File: src/rtl/m68k_bus_target.sv
// 68000 asynchronous-bus responder: decodes one window and bridges each cycle to a req/ack backend.
// Optional macro M68K_BUS_TARGET_TIMEOUT_EN adds a backend timeout that answers with berr_n.
module m68k_bus_target #(
  parameter logic [22:0] BASE        = 23'h300000,
  parameter logic [22:0] MASK        = 23'h780000,
  parameter int unsigned WAIT_STATES = 1,
  parameter int unsigned TIMEOUT     = 255
) (
  input  logic        clk,
  input  logic        rst_n,
  input  logic        as_n,
  input  logic        uds_n,
  input  logic        lds_n,
  input  logic        rw,
  input  logic [22:0] addr,
  input  logic [15:0] din,
  output logic [15:0] dout,
  output logic        dtack_n,
  output logic        berr_n,
  output logic        req,
  output logic        we,
  output logic [1:0]  be,
  output logic [22:0] baddr,
  output logic [15:0] wdata,
  input  logic [15:0] rdata,
  input  logic        ack
);

  localparam int unsigned WAIT_W = 4;
  localparam int unsigned TMO_W  = 16;
  localparam logic [WAIT_W-1:0] WAIT_LOAD = WAIT_W'(WAIT_STATES - 1);

  if (WAIT_STATES > 15) begin : g_bad_wait
    $error("WAIT_STATES must be 0..15");
  end
  if (TIMEOUT < 1 || TIMEOUT > 65535) begin : g_bad_timeout
    $error("TIMEOUT must be 1..65535");
  end

  typedef enum logic [2:0] {
    ST_IDLE = 3'd0,
    ST_REQ  = 3'd1,
    ST_WAIT = 3'd2,
    ST_ACK  = 3'd3
`ifdef M68K_BUS_TARGET_TIMEOUT_EN
    , ST_ERR = 3'd4
`endif
  } state_t;

  state_t              state_q, state_d;
  logic [WAIT_W-1:0]   wcnt_q, wcnt_d;
  logic                armed_q, armed_d;
  logic                abort_q, abort_d;

  logic [15:0]         dout_d;
  logic                dtack_n_d;
  logic                req_d;
  logic                we_d;
  logic [1:0]          be_d;
  logic [22:0]         baddr_d;
  logic [15:0]         wdata_d;

  logic                sel_c;
  logic                start_c;

  // armed_q is set by any clock with as_n high, so a cycle is only accepted on a fresh strobe
  assign sel_c   = ((addr & MASK) == BASE);
  assign start_c = armed_q & ~as_n & ~(uds_n & lds_n) & sel_c;

`ifdef M68K_BUS_TARGET_TIMEOUT_EN
  logic [TMO_W-1:0]    tcnt_q, tcnt_d;
  logic                berr_n_d;
  logic                tmo_hit_c;

  assign tmo_hit_c = ((tcnt_q + TMO_W'(1)) == TMO_W'(TIMEOUT));
`else
  assign berr_n = 1'b1;
`endif

  // State and registered outputs
  always_ff @(posedge clk or negedge rst_n) begin
    if (!rst_n) begin
      state_q <= ST_IDLE;
      wcnt_q  <= '0;
      armed_q <= 1'b1;
      abort_q <= 1'b0;
      dout    <= '0;
      dtack_n <= 1'b1;
      req     <= 1'b0;
      we      <= 1'b0;
      be      <= '0;
      baddr   <= '0;
      wdata   <= '0;
`ifdef M68K_BUS_TARGET_TIMEOUT_EN
      tcnt_q  <= '0;
      berr_n  <= 1'b1;
`endif
    end else begin
      state_q <= state_d;
      wcnt_q  <= wcnt_d;
      armed_q <= armed_d;
      abort_q <= abort_d;
      dout    <= dout_d;
      dtack_n <= dtack_n_d;
      req     <= req_d;
      we      <= we_d;
      be      <= be_d;
      baddr   <= baddr_d;
      wdata   <= wdata_d;
`ifdef M68K_BUS_TARGET_TIMEOUT_EN
      tcnt_q  <= tcnt_d;
      berr_n  <= berr_n_d;
`endif
    end
  end

  // Next-state and counters
  always_comb begin
    state_d = state_q;
    wcnt_d  = wcnt_q;
    abort_d = abort_q;
    armed_d = armed_q;
`ifdef M68K_BUS_TARGET_TIMEOUT_EN
    tcnt_d  = tcnt_q;
`endif
    if (as_n)
      armed_d = 1'b1;
    else if ((state_q == ST_IDLE) && start_c)
      armed_d = 1'b0;

    case (state_q)
      ST_IDLE: begin
        if (start_c) begin
          state_d = ST_REQ;
          abort_d = 1'b0;
`ifdef M68K_BUS_TARGET_TIMEOUT_EN
          tcnt_d  = '0;
`endif
        end
      end
      ST_REQ: begin
        // the backend request cannot be withdrawn, so an abort only suppresses dtack_n
        if (as_n)
          abort_d = 1'b1;
        if (ack) begin
          if (abort_q || as_n)
            state_d = ST_IDLE;
          else if (WAIT_STATES == 0)
            state_d = ST_ACK;
          else begin
            state_d = ST_WAIT;
            wcnt_d  = WAIT_LOAD;
          end
        end
`ifdef M68K_BUS_TARGET_TIMEOUT_EN
        else if (tmo_hit_c)
          state_d = (abort_q || as_n) ? ST_IDLE : ST_ERR;
        else
          tcnt_d = tcnt_q + TMO_W'(1);
`endif
      end
      ST_WAIT: begin
        if (as_n)
          state_d = ST_IDLE;
        else if (wcnt_q == '0)
          state_d = ST_ACK;
        else
          wcnt_d = wcnt_q - WAIT_W'(1);
      end
      ST_ACK: begin
        if (as_n)
          state_d = ST_IDLE;
      end
`ifdef M68K_BUS_TARGET_TIMEOUT_EN
      ST_ERR: begin
        if (as_n)
          state_d = ST_IDLE;
      end
`endif
      default: state_d = ST_IDLE;
    endcase
  end

  // Next values of the registered outputs; strobes follow the next state
  always_comb begin
    dout_d    = dout;
    req_d     = req;
    we_d      = we;
    be_d      = be;
    baddr_d   = baddr;
    wdata_d   = wdata;
    dtack_n_d = (state_d != ST_ACK);
`ifdef M68K_BUS_TARGET_TIMEOUT_EN
    berr_n_d  = (state_d != ST_ERR);
`endif
    case (state_q)
      ST_IDLE: begin
        if (start_c) begin
          req_d   = 1'b1;
          we_d    = ~rw;
          be_d    = ~{uds_n, lds_n};
          baddr_d = addr;
          wdata_d = din;
        end
      end
      ST_REQ: begin
        if (ack) begin
          req_d = 1'b0;
          if (!we)
            dout_d = rdata;
        end
`ifdef M68K_BUS_TARGET_TIMEOUT_EN
        else if (tmo_hit_c)
          req_d = 1'b0;
`endif
      end
      default: ;
    endcase
  end

endmodule

File: config.mk
export PLATFORM = sky130hd
export DESIGN_NAME = m68k_bus_target
export DESIGN_NICKNAME = d
export VERILOG_FILES = /design/src/rtl/m68k_bus_target.sv
export SDC_FILE = /design/constraint.sdc
export NUM_CORES = 1
export LEC_CHECK = 0
export ABC_AREA = 1
export CAP_MARGIN = 10
export CORE_MARGIN = 3
export CORE_UTILIZATION = 45
export DETAILED_ROUTE_END_ITERATION = 8
export PLACE_DENSITY_LB_ADDON = 0.05
export SLEW_MARGIN = 10
export SYNTH_ARGS = -nofsm -noshare
export SYNTH_HDL_FRONTEND = slang
export SYNTH_SLANG_ARGS = --single-unit
File: constraint.sdc
create_clock -name clk -period 3.4 [get_ports clk]
set_input_delay 0.68 -clock clk [delete_from_list [all_inputs] [get_ports clk]]
set_output_delay 0.68 -clock clk [all_outputs]
set_load 0.01 [all_outputs]
# After elaboration in Yosys (flattened, before gate mapping)

Cells that the tools add are included.

Equality and inequality tests: 11
$add $sub $neg: 1
Reductions and logical operators: 12
Bitwise gates (word level): 9
Multipliers: 0
$lt $le $gt $ge: 0
Div/mod/pow operators: 0
Multiplexer cells: 20
Shift operators: 0

Operators with widths:

| operator            | count |
|---|---|
| $mux 4              | 4 |
| $mux 3              | 5 |
| $ne 2x2->1 const B  | 6 |
| $pmux 3 s4          | 1 |
| $reduce_and 3->1    | 3 |
| $pmux 4 s2          | 1 |
| $eq 3x2->1 const B  | 2 |
| $mux 1              | 6 |
| $reduce_bool 2->1   | 3 |
| $reduce_and 5->1    | 1 |
| $and 1x1->1         | 4 |
| $eq 4x3->1 const B  | 1 |
| $logic_not 4->1     | 1 |
| $not 1->1           | 4 |
| $pmux 1 s2          | 2 |
| $sub 4x1->4 const B | 1 |
| $eq 3x1->1 const B  | 1 |
| $logic_not 3->1     | 1 |
| $ne 3x2->1 const B  | 1 |
| $mux 2              | 1 |
| $not 2->2           | 1 |
| $reduce_and 2->1    | 1 |
| $logic_and 1x1->1   | 1 |
| $logic_or 1x1->1    | 1 |

Bits in registers: 69
RAM bits: 0
Input port bits: 62
Bits in read-only memories: 0
Latch bits: 0
Memories: 0
Output and inout bits: 61

# Depth between registers and ports, before layout

Gate-level depths: netlist of run 1.

Word-level depth: 7
Depth in mapped cells: 8
Depth with buffers taken out: 8

# Worst setup path before layout of run 1

OpenSTA, ideal clock, no wires.

Kind: in2reg
Start point: in as_n
End point: reg we
Path slack: 1.854 ns
Stages: 7
Setup time: 0.118 ns
Arrival time: 1.428 ns
Cells stage by stage: inv_2 > nand3_1 > nand3b_1 > buf_4 > buf_6 > nand2_1 > o21ai_2

Cells in the longest elaborated chain, start to end: 5

Ends and longest elaborated chain:

| what                       | RTL line | RTL |
|---|---|---|
| start, declared            | 11       | `input logic as_n,` |
| $not 1->1                  | 68       | `assign start_c = armed_q & ~as_n & ~(uds_n & lds_n) & sel_c;` |
| $and 1x1->1 (3 in a row)   | 68       |  |
| $reduce_and 2->1 (no line) | --       |  |
| end signal, assigned       | 106      | `we <= we_d;` |
| end, declared              | 21       | `output logic we,` |

Every way passes these cells.
A chain may end at the register's enable or synchronous reset.

# Worst setup path in the final report of run 1

Start point: reg dtack_n
End point: out dtack_n

RTL lines:

| what                   | RTL line | RTL |
|---|---|---|
| start, declared        | 18       | `output logic dtack_n,` |
| start signal, assigned | 104      | `dtack_n <= dtack_n_d;` |

No word-level cell between the ends.

==> out/results.tsv, run 1 <==
stage	metric	value	unit
outcome	run status	finished, final reports clean	
power_and_ir_drop	maximum VDD drop	367	uV
placement	GPL Wtd Cong	0.835	
sta	maximum operating frequency	0.490	GHz
clock_network	clk sinks	69	
logic_synthesis	main flop type after synthesis	dfrtp_1	
worst_setup_path	max incr delay on CP	0.52	ns
drt	Vias/cell	4.67	
logic_synthesis	Syn Area/Cell	9.17	um2
logic_synthesis	Async SR Flop Fraction	100	%
cells_and_area	nets@finish	508	
run	max_cap viols	0	
worst_setup_path	Worst Path Max Fanout	1	
sta	final hold violations	0	
cells_and_area	Layout area overhead	46.5	%
grt	Total GRT Usage	18.7	%
placement	number of I/O port buffers	121	
cells_and_area	number of fill cells	506	
cells_and_area	layout cell share with drive strength beyond 1	9.33	%
power_and_ir_drop	combinational fraction of design power	22.8	%
logic_synthesis	Mapped Area	0.00297	mm2
sta	RSZ-0062 raised after global routing	no	
logic_synthesis	dominant cells by area after synthesis	dfrtp_1 (56%), nand2_1 (12%), inv_1 (6.4%)	
worst_setup_path	critical path arrival	1.36	ns
cells_and_area	antenna diode count	0	
drt	antenna viol nets, final	0	
logic_synthesis	Distinct cells, synth	26	
clock_network	clk buf depth	2	
grt	vias in the first global route	2288	
worst_setup_path	critical path endpoint category	primary output	
logic_synthesis	Post-synth EDFFs	0	
clock_network	H-tree depth	3	
sta	Slew Limit Headroom	52.5	%
sta	setup total negative slack	0	ns
floorplanning	FP Rows	28	
sta	Final min period	2.04	ns
power_and_ir_drop	net switching power of the design	0.526	mW
grt	grt ovf	0	
power_and_ir_drop	Switching Share	26.0	%
clock_network	Clk Latency, worst-skew pair	0.33	ns
sta	Worst Max-Slew Pin Slew	0.711	ns
logic_synthesis	register area share after synthesis	58.2	%
worst_hold_path	hold crit path type	in -> async	
drt	DRC	0	
clock_network	clk slew on worst S/H paths	0.07	ns
floorplanning	Starting Density	48.2	%
floorplanning	die area	0.00761	mm2
grt	pin count of the biggest net entering global routing	70	
sta	clock skew	0.0124	ns
floorplanning	die height	87.2	um
drt	Pre-antenna DRT Iters	4	
power_and_ir_drop	PwrDens	464	mW/mm2
drt	Iter 0 DRT Violations	107	
worst_setup_path	Critical Path RT	2.72	ns
worst_setup_path	CP Class	reg -> out	
sta	fin. max-slew vios	0	
logic_synthesis	Mapped Nets	387	
drt	Avg WL per Cell	12.7	um
logic_synthesis	Yosys top cell by area	dfrtp_1	
drt	via count	2454	
worst_setup_path	critical path, cell by cell	clkdlybuf4s50_1	
clock_network	hold buffers post-CTS	0	
worst_setup_path	Startpoint Class	flip-flop	
placement	Post-DP HPWL	4800	um
floorplanning	Ports	123	
logic_synthesis	Synth Warn #	0	
clock_network	clk root buf	clkbuf_8	
clock_network	CTS tree	built	
power_and_ir_drop	P_int	1.49	mW
logic_synthesis	Yosys top cell area share	56.4	%
floorplanning	die width	87.2	um
grt	first-pass GRT wire length	11000	um
drt	final WL	6690	um
worst_setup_path	WP buf/inv	1	
clock_network	PostCTS Resize Cnt	0	
sta	Hold Worst Slack	0.362	ns
power_and_ir_drop	part of the power in registers	48.1	%
sta	fin crit share	60.1	%
logic_synthesis	Cells after Synth	324	
power_and_ir_drop	Clk pwr share	29.1	%
logic_synthesis	flops & latches, synth	69	
grt	initial antenna violation count	0	
power_and_ir_drop	Total Power	2.02	mW
sta	Final Setup Violations	0	
worst_setup_path	delay-heaviest family, CP	buffers and inverters	
clock_network	Post-CTS Setup Repair Bufs	0	
clock_network	CTS Buf Count	9	
worst_setup_path	slowest stage cell, crit path	clkdlybuf4s50_1	
power_and_ir_drop	Lkg Pwr	2.19	nW
floorplanning	core area	0.00617	mm2
==> cell usage in the layout (no fill, tap or decap) <==
cell type,synthesis,layout
a21oi_1,3,3
buf_12,0,1
buf_2,1,1
buf_4,3,2
clkbuf_1,2,3
clkbuf_8,0,11
clkdlybuf4s50_1,0,120
clkinv_2,0,2
conb_1,2,2
dfrtp_1,67,67
dfstp_2,2,2
ha_1,1,1
inv_1,51,51
inv_2,1,1
nand2_1,98,98
nand2_4,1,1
nand3_1,25,25
nand3b_1,1,1
nand4_1,3,3
nor2_1,9,9
nor2_2,1,1
nor2b_1,1,1
nor3_1,1,1
nor3_2,1,1
nor3_4,1,1
nor4_1,1,1
o21ai_0,21,21
o21ai_2,18,18
xnor2_1,1,1
==> final timing paths <==
check,from,endpoint,slack (ns),depth (start not counted)
max,dtack_n,dtack_n,1.36,1
max reg2reg,state_q[1],dout[9],1.71,4
min reg2reg,armed_q,armed_q,0.47,2
min in group clk,armed_q,armed_q,0.47,2
max in group asynchronous,rst_n,dtack_n,2.70,2
min,rst_n,baddr[1],0.36,2
==> power by group through the flow <==
stage | Clock (mW) | Sequential, mW | Combinational, mW
finish | 0.588 | 0.971 | 0.461
global route | 0.647 | 0.985 | 0.505
CTS | 0.607 | 0.972 | 0.470
detailed placement | 0 | 0.986 | 0.468
global placement | 0 | 0.984 | 0.460
floorplan | 0 | 1.03 | 0.115
==> kinds of logic (layout without fill, tap and decap cells) <==
| family | after synthesis | in the layout | synth area share (%) |
|---|---|---|---|
| flops | 69 | 69 | 58.2 |
| xor+xnor | 1 | 1 | 0.295 |
| fa+ha+maj | 1 | 1 | 0.421 |
| buf+inv | 66 | 192 | 10.8 |
| simple gates | 143 | 143 | 20.7 |
| other cells | 2 | 2 | 0.253 |
| compound gates | 42 | 42 | 9.35 |
==> routing by layer <==
metal  vias up  GRT usage, %  wire (um)
met5         -             0          0
met4         0          9.34        114
met3         9          5.30        579
met2        82          27.0       3020
met1      1123          25.7       2980
li1       1240             -          -
==> synthesized netlist by cell type (2+ instances only) <==
cell type	count
conb_1	2
a21oi_1	3
nor2_1	9
inv_1	51
buf_4	3
dfrtp_1	67
nand2_1	98
o21ai_0	21
buf_6	8
dfstp_2	2
clkbuf_1	2
nand3_1	25
nand4_1	3
o21ai_2	18
==> layout make-up <==
type	count	area (um2)	share of cell area [%]
Tap cell	75	93.8	2.16
Multi-Input combinational cell	189	921	21.2
Clock buffer	14	163	3.74
Sequential cell	69	1730	39.7
Clock inverter	2	10.0	0.230
Inverter	52	195	4.48
Timing Repair Buffer	124	1240	28.5
==> registers in the layout, summed over array words and instances, names as in the netlist <==
signal	count
baddr	23
dout	16
wdata	16
wcnt_q	4
state_q	3
be	2
abort_q	1
armed_q	1
dtack_n	1
req	1
we	1
==> per-stage QoR <==
| stage | util, % | instances | instance area (um2) | worst slack [ns] |
|---|---|---|---|---|
| after detailed placement | 67.8 | 509 | 4180 | 1.07 |
| final | 70.6 | 525 | 4350 | 1.36 |
| after global placement | 67.8 | 509 | 4180 | 1.11 |
| after global routing | 70.6 | 525 | 4350 | 1.30 |
| after floorplan | - | 324 | 2970 | 1.85 |
| after CTS | 70.6 | 525 | 4350 | 1.32 |
(Power assumes the default switching activity.)
==> inputs of run 2 (changes only) <==
- CORE_UTILIZATION: 45 -> 43
- clock period: 3.4 -> 1.9 ns (I/O delays scaled with it)
==> run 2 against run 1 <==
Effect of this change:
- die area rose by 4.3%
- sequential power rose by 78%
- worst hold slack got worse by 0.31 ns
- clock skew fell by 0.0068 ns
- clock power up 80%
- global-route usage shrank 1.0 points
- combinational power is 81% higher
- register-to-register slack lost 1.2 ns
- critical path type unchanged
- critical endpoint unchanged
- largest power group unchanged
==> out/results.tsv, run 2 (synthesized netlist as in run 1, its figures left out) <==
stage	metric	value	unit	change
outcome	run status	finished, final reports clean		unchanged
placement	pre-CTS WS	0.130	ns	was 1.07 ns
worst_setup_path	path depth of the worst reg2reg path	6		was 4
drt	Avg WL per Cell	12.6	um	was 12.7 um
clock_network	Post-CTS Setup Repair Bufs	0		unchanged
floorplanning	die width	89.1	um	was 87.2 um
sta	Final min period	1.75	ns	
clock_network	clk root buf	clkbuf_8		unchanged
worst_setup_path	Worst R2R Start	state_q[0]		was state_q[1]
sta	Hold Worst Slack	0.0497	ns	was 0.362 ns
clock_network	H-tree depth	3		unchanged
floorplanning	Ports	123		unchanged
worst_setup_path	CP startpoint	dtack_n		unchanged
worst_setup_path	Critical Path RT	1.52	ns	was 2.72 ns
grt	first-pass GRT wire length	10700	um	was 11,000 um
clock_network	PostCTS Resize Cnt	0		unchanged
drt	Pre-antenna DRT Iters	4		unchanged
drt	DRC	0		unchanged
worst_setup_path	slowest stage cell, crit path	clkdlybuf4s50_1		unchanged
clock_network	hold buffers post-CTS	0		unchanged
power_and_ir_drop	Clk pwr share	29.2	%	was 29.1%
floorplanning	Starting Density	45.5	%	was 48.2%
cells_and_area	fin area	0.00439	mm2	was 0.00435 mm2
cells_and_area	Layout area overhead	47.8	%	was 46.5%
floorplanning	die height	89.1	um	was 87.2 um
cells_and_area	most common cell after layout, fill and taps aside	clkdlybuf4s50_1		unchanged
power_and_ir_drop	combinational fraction of design power	23.0	%	was 22.8%
sta	final hold violations	0		unchanged
sta	clock skew	0.00564	ns	was 0.0124 ns
grt	vias in the first global route	2374		was 2,288
sta	fin crit share	92.0	%	
power_and_ir_drop	P_int	2.68	mW	was 1.49 mW
worst_setup_path	Worst Path Max Fanout	1		unchanged
clock_network	CTS Buf Count	9		unchanged
power_and_ir_drop	Lkg Pwr	2.21	nW	was 2.19 nW
worst_setup_path	delay-heaviest family, CP	buffers and inverters		unchanged
grt	grt ovf	0		unchanged
cells_and_area	nets@finish	511		was 508
cells_and_area	leading cell types in the layout, fill and taps excluded	clkdlybuf4s50_1 (120), nand2_1 (98), dfrtp_1 (67), inv_1 (51), nand3_1 (25)		unchanged
sta	Setup WS post-layout	0.152	ns	was 1.36 ns
grt	Total GRT Usage	17.7	%	was 18.7%
worst_setup_path	critical path endpoint category	primary output		unchanged
drt	final WL	6660	um	was 6690 um
placement	Post-Place Cells	514		was 509
worst_hold_path	hold crit path type	in -> async		unchanged
sta	RSZ-0062 raised after global routing	no		unchanged
sta	fin. max-slew vios	0		unchanged
placement	Post-DP HPWL	4760	um	was 4800 um
placement	number of I/O port buffers	121		unchanged
power_and_ir_drop	maximum VDD drop	464	uV	was 367 uV
sta	maximum operating frequency	0.572	GHz	
cells_and_area	number of fill cells	556		was 506
grt	initial antenna violation count	0		unchanged
cells_and_area	layout cell share with drive strength beyond 1	9.93	%	was 9.33%
worst_setup_path	Levels on crit path	1		unchanged
worst_setup_path	Startpoint Class	flip-flop		unchanged
cells_and_area	max reg flops	23		unchanged
floorplanning	die area	0.00794	mm2	was 0.00761 mm2
worst_setup_path	critical path arrival	1.37	ns	was 1.36 ns
worst_setup_path	RR Endpoint	wcnt_q[3]		was dout[9]
clock_network	clk sinks	69		unchanged
cells_and_area	Final Util	67.2	%	was 70.6%
cells_and_area	Biggest register	baddr		unchanged
floorplanning	core area	0.00653	mm2	was 0.00617 mm2
sta	setup total negative slack	0	ns	unchanged
cells_and_area	final cell count without fillers	530		was 525
power_and_ir_drop	Switching Share	26.1	%	was 26.0%
worst_setup_path	CP Class	reg -> out		unchanged
drt	Vias/cell	4.65		was 4.67
sta	Final Setup Violations	0		unchanged
grt	pin count of the biggest net entering global routing	70		unchanged
placement	GPL Wtd Cong	0.808		was 0.835
worst_setup_path	Worst R2R Setup Slack	0.51	ns	was 1.71 ns
cells_and_area	area of the multi-input gates	921	um2	unchanged
floorplanning	FP Rows	29		was 28
worst_setup_path	max incr delay on CP	0.52	ns	about the same
clock_network	clk buf depth	2		unchanged
cells_and_area	Largest regs	baddr (23), dout (16), wdata (16)		unchanged
clock_network	CTS tree	built		unchanged
worst_setup_path	critical path, cell by cell	clkdlybuf4s50_1		unchanged
cells_and_area	antenna diode count	0		unchanged
power_and_ir_drop	PwrDens	826	mW/mm2	was 464 mW/mm2
power_and_ir_drop	Total Power	3.62	mW	was 2.02 mW
drt	via count	2465		was 2,454
placement	DP Area	0.00422	mm2	was 0.00418 mm2
power_and_ir_drop	part of the power in registers	47.8	%	was 48.1%
power_and_ir_drop	net switching power of the design	0.946	mW	was 0.526 mW
clock_network	clk slew on worst S/H paths	0.07	ns	about the same
cells_and_area	Register Area	0.00173	mm2	unchanged
worst_setup_path	WP buf/inv	1		unchanged
drt	antenna viol nets, final	0		unchanged
drt	Iter 0 DRT Violations	133		was 107
worst_setup_path	capture point of the worst path	dtack_n		unchanged
run	max_cap viols	0		unchanged
clock_network	Clk Latency, worst-skew pair	0.34	ns	was 0.33 ns
## run 2: changes by cell type in the layout (fill, tap and decap cells not counted)
cell    before  now
buf_4        2    4
buf_12       1    2
## run 2: worst min path at each step
| stage | slack, ns | cells after the start | endpoint | from |
|---|---|---|---|---|
| finish | 0.05 | 2 | baddr[4] | rst_n |
| global route | 0.07 | 2 | baddr[4] | rst_n |
| CTS | 0.06 | 2 | wdata[13] | rst_n |
| detailed placement | 0.43 | 2 | baddr[4] | rst_n |
| global placement | 0.43 | 2 | baddr[4] | rst_n |
| floorplan | 0.08 | 0 | abort_q | rst_n |
## run 2: area by class of cell
type / instances / share of cell area [%]
Inverter: 52 / 4.45
Tap cell: 77 / 2.19
Multi-Input combinational cell: 189 / 21.0
Timing Repair Buffer: 127 / 29.1
Clock buffer: 14 / 3.70
Sequential cell: 69 / 39.4
Clock inverter: 2 / 0.228
## run 2: per-layer routing
metal  GRT usage [%]  part of all wire, %  wire, um
met2            28.3                   45      3000
met3            5.25                  7.8       517
met1            22.1                   46      3040
met4            7.85                  1.5        97
met5               0                    0         0
## run 2: power groups by stage
| stage | Sequential (mW) | Combinational [mW] | Clock [mW] |
|---|---|---|---|
| after CTS | 1.73 | 0.848 | 1.10 |
| after global routing | 1.75 | 0.917 | 1.16 |
| final | 1.73 | 0.833 | 1.06 |
| after floorplan | 1.84 | 0.206 | 0 |
| after detailed placement | 1.76 | 0.846 | 0 |
| after global placement | 1.76 | 0.832 | 0 |
==> inputs of run 3 (changes only) <==
- GPL_TIMING_DRIVEN: not set -> 0
==> run 3 against run 2 <==
Effect of this change:
- sequential cell count unchanged
- critical path type unchanged
- fmax up 0.40%
- total power is 4.9% higher
==> out/results.tsv, run 3 (synthesized netlist as in run 1, its figures left out) <==
stage	metric	value	unit	change
worst_setup_path	critical path endpoint category	primary output		unchanged
clock_network	CTS Buf Count	9		unchanged
placement	number of I/O port buffers	121		unchanged
sta	setup total negative slack	0	ns	unchanged
worst_setup_path	Worst R2R Setup Slack	0.41	ns	was 0.51 ns
clock_network	Clk Latency, worst-skew pair	0.33	ns	was 0.34 ns
drt	Vias/cell	4.70		was 4.65
worst_setup_path	CP Class	reg -> out		unchanged
cells_and_area	Largest regs	baddr (23), dout (16), wdata (16)		unchanged
floorplanning	die width	89.1	um	unchanged
worst_setup_path	WP buf/inv	1		unchanged
cells_and_area	nets@finish	521		was 511
cells_and_area	leading cell types in the layout, fill and taps excluded	clkdlybuf4s50_1 (120), nand2_1 (98), dfrtp_1 (67), inv_1 (51), nand3_1 (25)		unchanged
floorplanning	Starting Density	45.5	%	unchanged
placement	pre-CTS WS	-0.0749	ns	was 0.130 ns
grt	first-pass GRT wire length	11400	um	was 10,700 um
cells_and_area	Biggest register	baddr		unchanged
drt	antenna viol nets, final	0		unchanged
floorplanning	die area	0.00794	mm2	unchanged
power_and_ir_drop	Switching Share	25.1	%	was 26.1%
worst_setup_path	critical path arrival	1.36	ns	was 1.37 ns
clock_network	clk slew on worst S/H paths	0.07	ns	about the same
cells_and_area	Final Util	69.3	%	was 67.2%
placement	Post-DP HPWL	5250	um	was 4760 um
worst_setup_path	delay-heaviest family, CP	buffers and inverters		unchanged
sta	clock skew	0.00510	ns	was 0.00564 ns
cells_and_area	layout cell share with drive strength beyond 1	11.9	%	was 9.93%
clock_network	Post-CTS Setup Repair Bufs	0		unchanged
power_and_ir_drop	PwrDens	841	mW/mm2	was 826 mW/mm2
grt	pin count of the biggest net entering global routing	52		was 70
clock_network	clk buf depth	2		unchanged
run	max_cap viols	0		unchanged
cells_and_area	antenna diode count	0		unchanged
grt	initial antenna violation count	0		unchanged
worst_setup_path	critical path, cell by cell	clkdlybuf4s50_1		unchanged
grt	grt ovf	0		unchanged
drt	via count	2536		was 2,465
sta	Setup WS post-layout	0.159	ns	was 0.152 ns
power_and_ir_drop	Clk pwr share	32.3	%	was 29.2%
clock_network	clk root buf	clkbuf_8		unchanged
floorplanning	FP Rows	29		unchanged
worst_setup_path	slowest stage cell, crit path	clkdlybuf4s50_1		unchanged
grt	vias in the first global route	2458		was 2,374
drt	Iter 0 DRT Violations	129		was 133
cells_and_area	Layout area overhead	52.3	%	was 47.8%
worst_setup_path	Critical Path RT	1.52	ns	about the same
sta	fin. max-slew vios	0		unchanged
drt	Pre-antenna DRT Iters	4		unchanged
drt	final WL	7180	um	was 6660 um
power_and_ir_drop	combinational fraction of design power	22.1	%	was 23.0%
outcome	run status	finished, final reports clean		unchanged
floorplanning	core area	0.00653	mm2	unchanged
grt	Total GRT Usage	18.7	%	was 17.7%
cells_and_area	most common cell after layout, fill and taps aside	clkdlybuf4s50_1		unchanged
sta	fin crit share	91.6	%	was 92.0%
cells_and_area	number of fill cells	537		was 556
power_and_ir_drop	Lkg Pwr	2.28	nW	was 2.21 nW
placement	GPL Wtd Cong	0.800		was 0.808
sta	Hold Worst Slack	0.464	ns	was 0.0497 ns
clock_network	clk sinks	69		unchanged
clock_network	H-tree depth	3		unchanged
sta	Final Setup Violations	0		unchanged
sta	RSZ-0062 raised after global routing	no		unchanged
worst_hold_path	hold crit path type	reg -> reg		was in -> async
worst_setup_path	max incr delay on CP	0.52	ns	about the same
clock_network	PostCTS Resize Cnt	0		unchanged
power_and_ir_drop	part of the power in registers	45.6	%	was 47.8%
sta	final hold violations	0		unchanged
floorplanning	Ports	123		unchanged
sta	Final min period	1.74	ns	was 1.75 ns
power_and_ir_drop	P_int	2.85	mW	was 2.68 mW
clock_network	CTS tree	built		unchanged
power_and_ir_drop	maximum VDD drop	485	uV	was 464 uV
sta	maximum operating frequency	0.574	GHz	was 0.572 GHz
power_and_ir_drop	net switching power of the design	0.956	mW	was 0.946 mW
drt	DRC	0		unchanged
worst_setup_path	Startpoint Class	flip-flop		unchanged
drt	Avg WL per Cell	13.3	um	was 12.6 um
worst_setup_path	Worst Path Max Fanout	1		unchanged
cells_and_area	max reg flops	23		unchanged
floorplanning	die height	89.1	um	unchanged
## run 3: cell count changes in the layout (fill, tap and decap cells not counted), sizes merged
cell / delta
buf: +7
bufinv: +1
clkinv: +1
dlygate4sd3: +1
## run 3: metal layers
| metal | wire length (um) | global-route usage, % |
|---|---|---|
| met1 | 3140 | 24.0 |
| met2 | 3420 | 30.4 |
| met3 | 526 | 4.88 |
| met4 | 97 | 7.31 |
| met5 | 0 | 0 |
## run 3: tightest hold or removal path, cell delays in order, from the launching register on
cell     delay (ns)
dfstp_2        0.37
nand2_1        0.05
nand2_1        0.04
## run 3: cell type report
class	count	area, um2	share of cell area (%)
Sequential cell	69	1730	38.2
Timing Repair Buffer	123	1250	27.6
Multi-Input combinational cell	189	921	20.4
Inverter	52	195	4.32
Clock buffer	12	165	3.65
Buffer	14	125	2.77
Tap cell	77	96.3	2.13
Clock inverter	4	45.0	0.996
## run 3: timing repair
item	in CTS	in global routing
hold buffers	1	0
setup endpoints to repair	0	0
hold endpoints to repair	18	0
## run 3: power groups by stage
| stage | sequential (mW) | clock [mW] | combinational [mW] |
|---|---|---|---|
| floorplan | 1.84 | 0 | 0.206 |
| global placement | 1.75 | 0 | 0.831 |
| detailed placement | 1.76 | 0 | 0.851 |
| CTS | 1.73 | 1.26 | 0.856 |
| global route | 1.75 | 1.33 | 0.921 |
| finish | 1.73 | 1.23 | 0.842 |
## run 3: through the flow
step | cells | total power [mW] | cell area (um2)
final | 540 | 3.80 | 4520
after global routing | 540 | 4.01 | 4520
after CTS | 540 | 3.85 | 4520
after detailed placement | 523 | 2.61 | 4300
after global placement | 522 | 2.59 | 4280
after floorplan | 324 | 2.05 | 2970
## run 3: final timing paths
| kind | start | to | depth (start not counted) |
|---|---|---|---|
| hold / removal | armed_q | armed_q | 2 |
| setup reg to reg | state_q[1] | wdata[9] | 7 |
| setup / recovery | dtack_n | dtack_n | 1 |
| min in group asynchronous | rst_n | baddr[4] | 2 |
| hold reg to reg | armed_q | armed_q | 2 |
| max in group asynchronous | rst_n | armed_q | 3 |
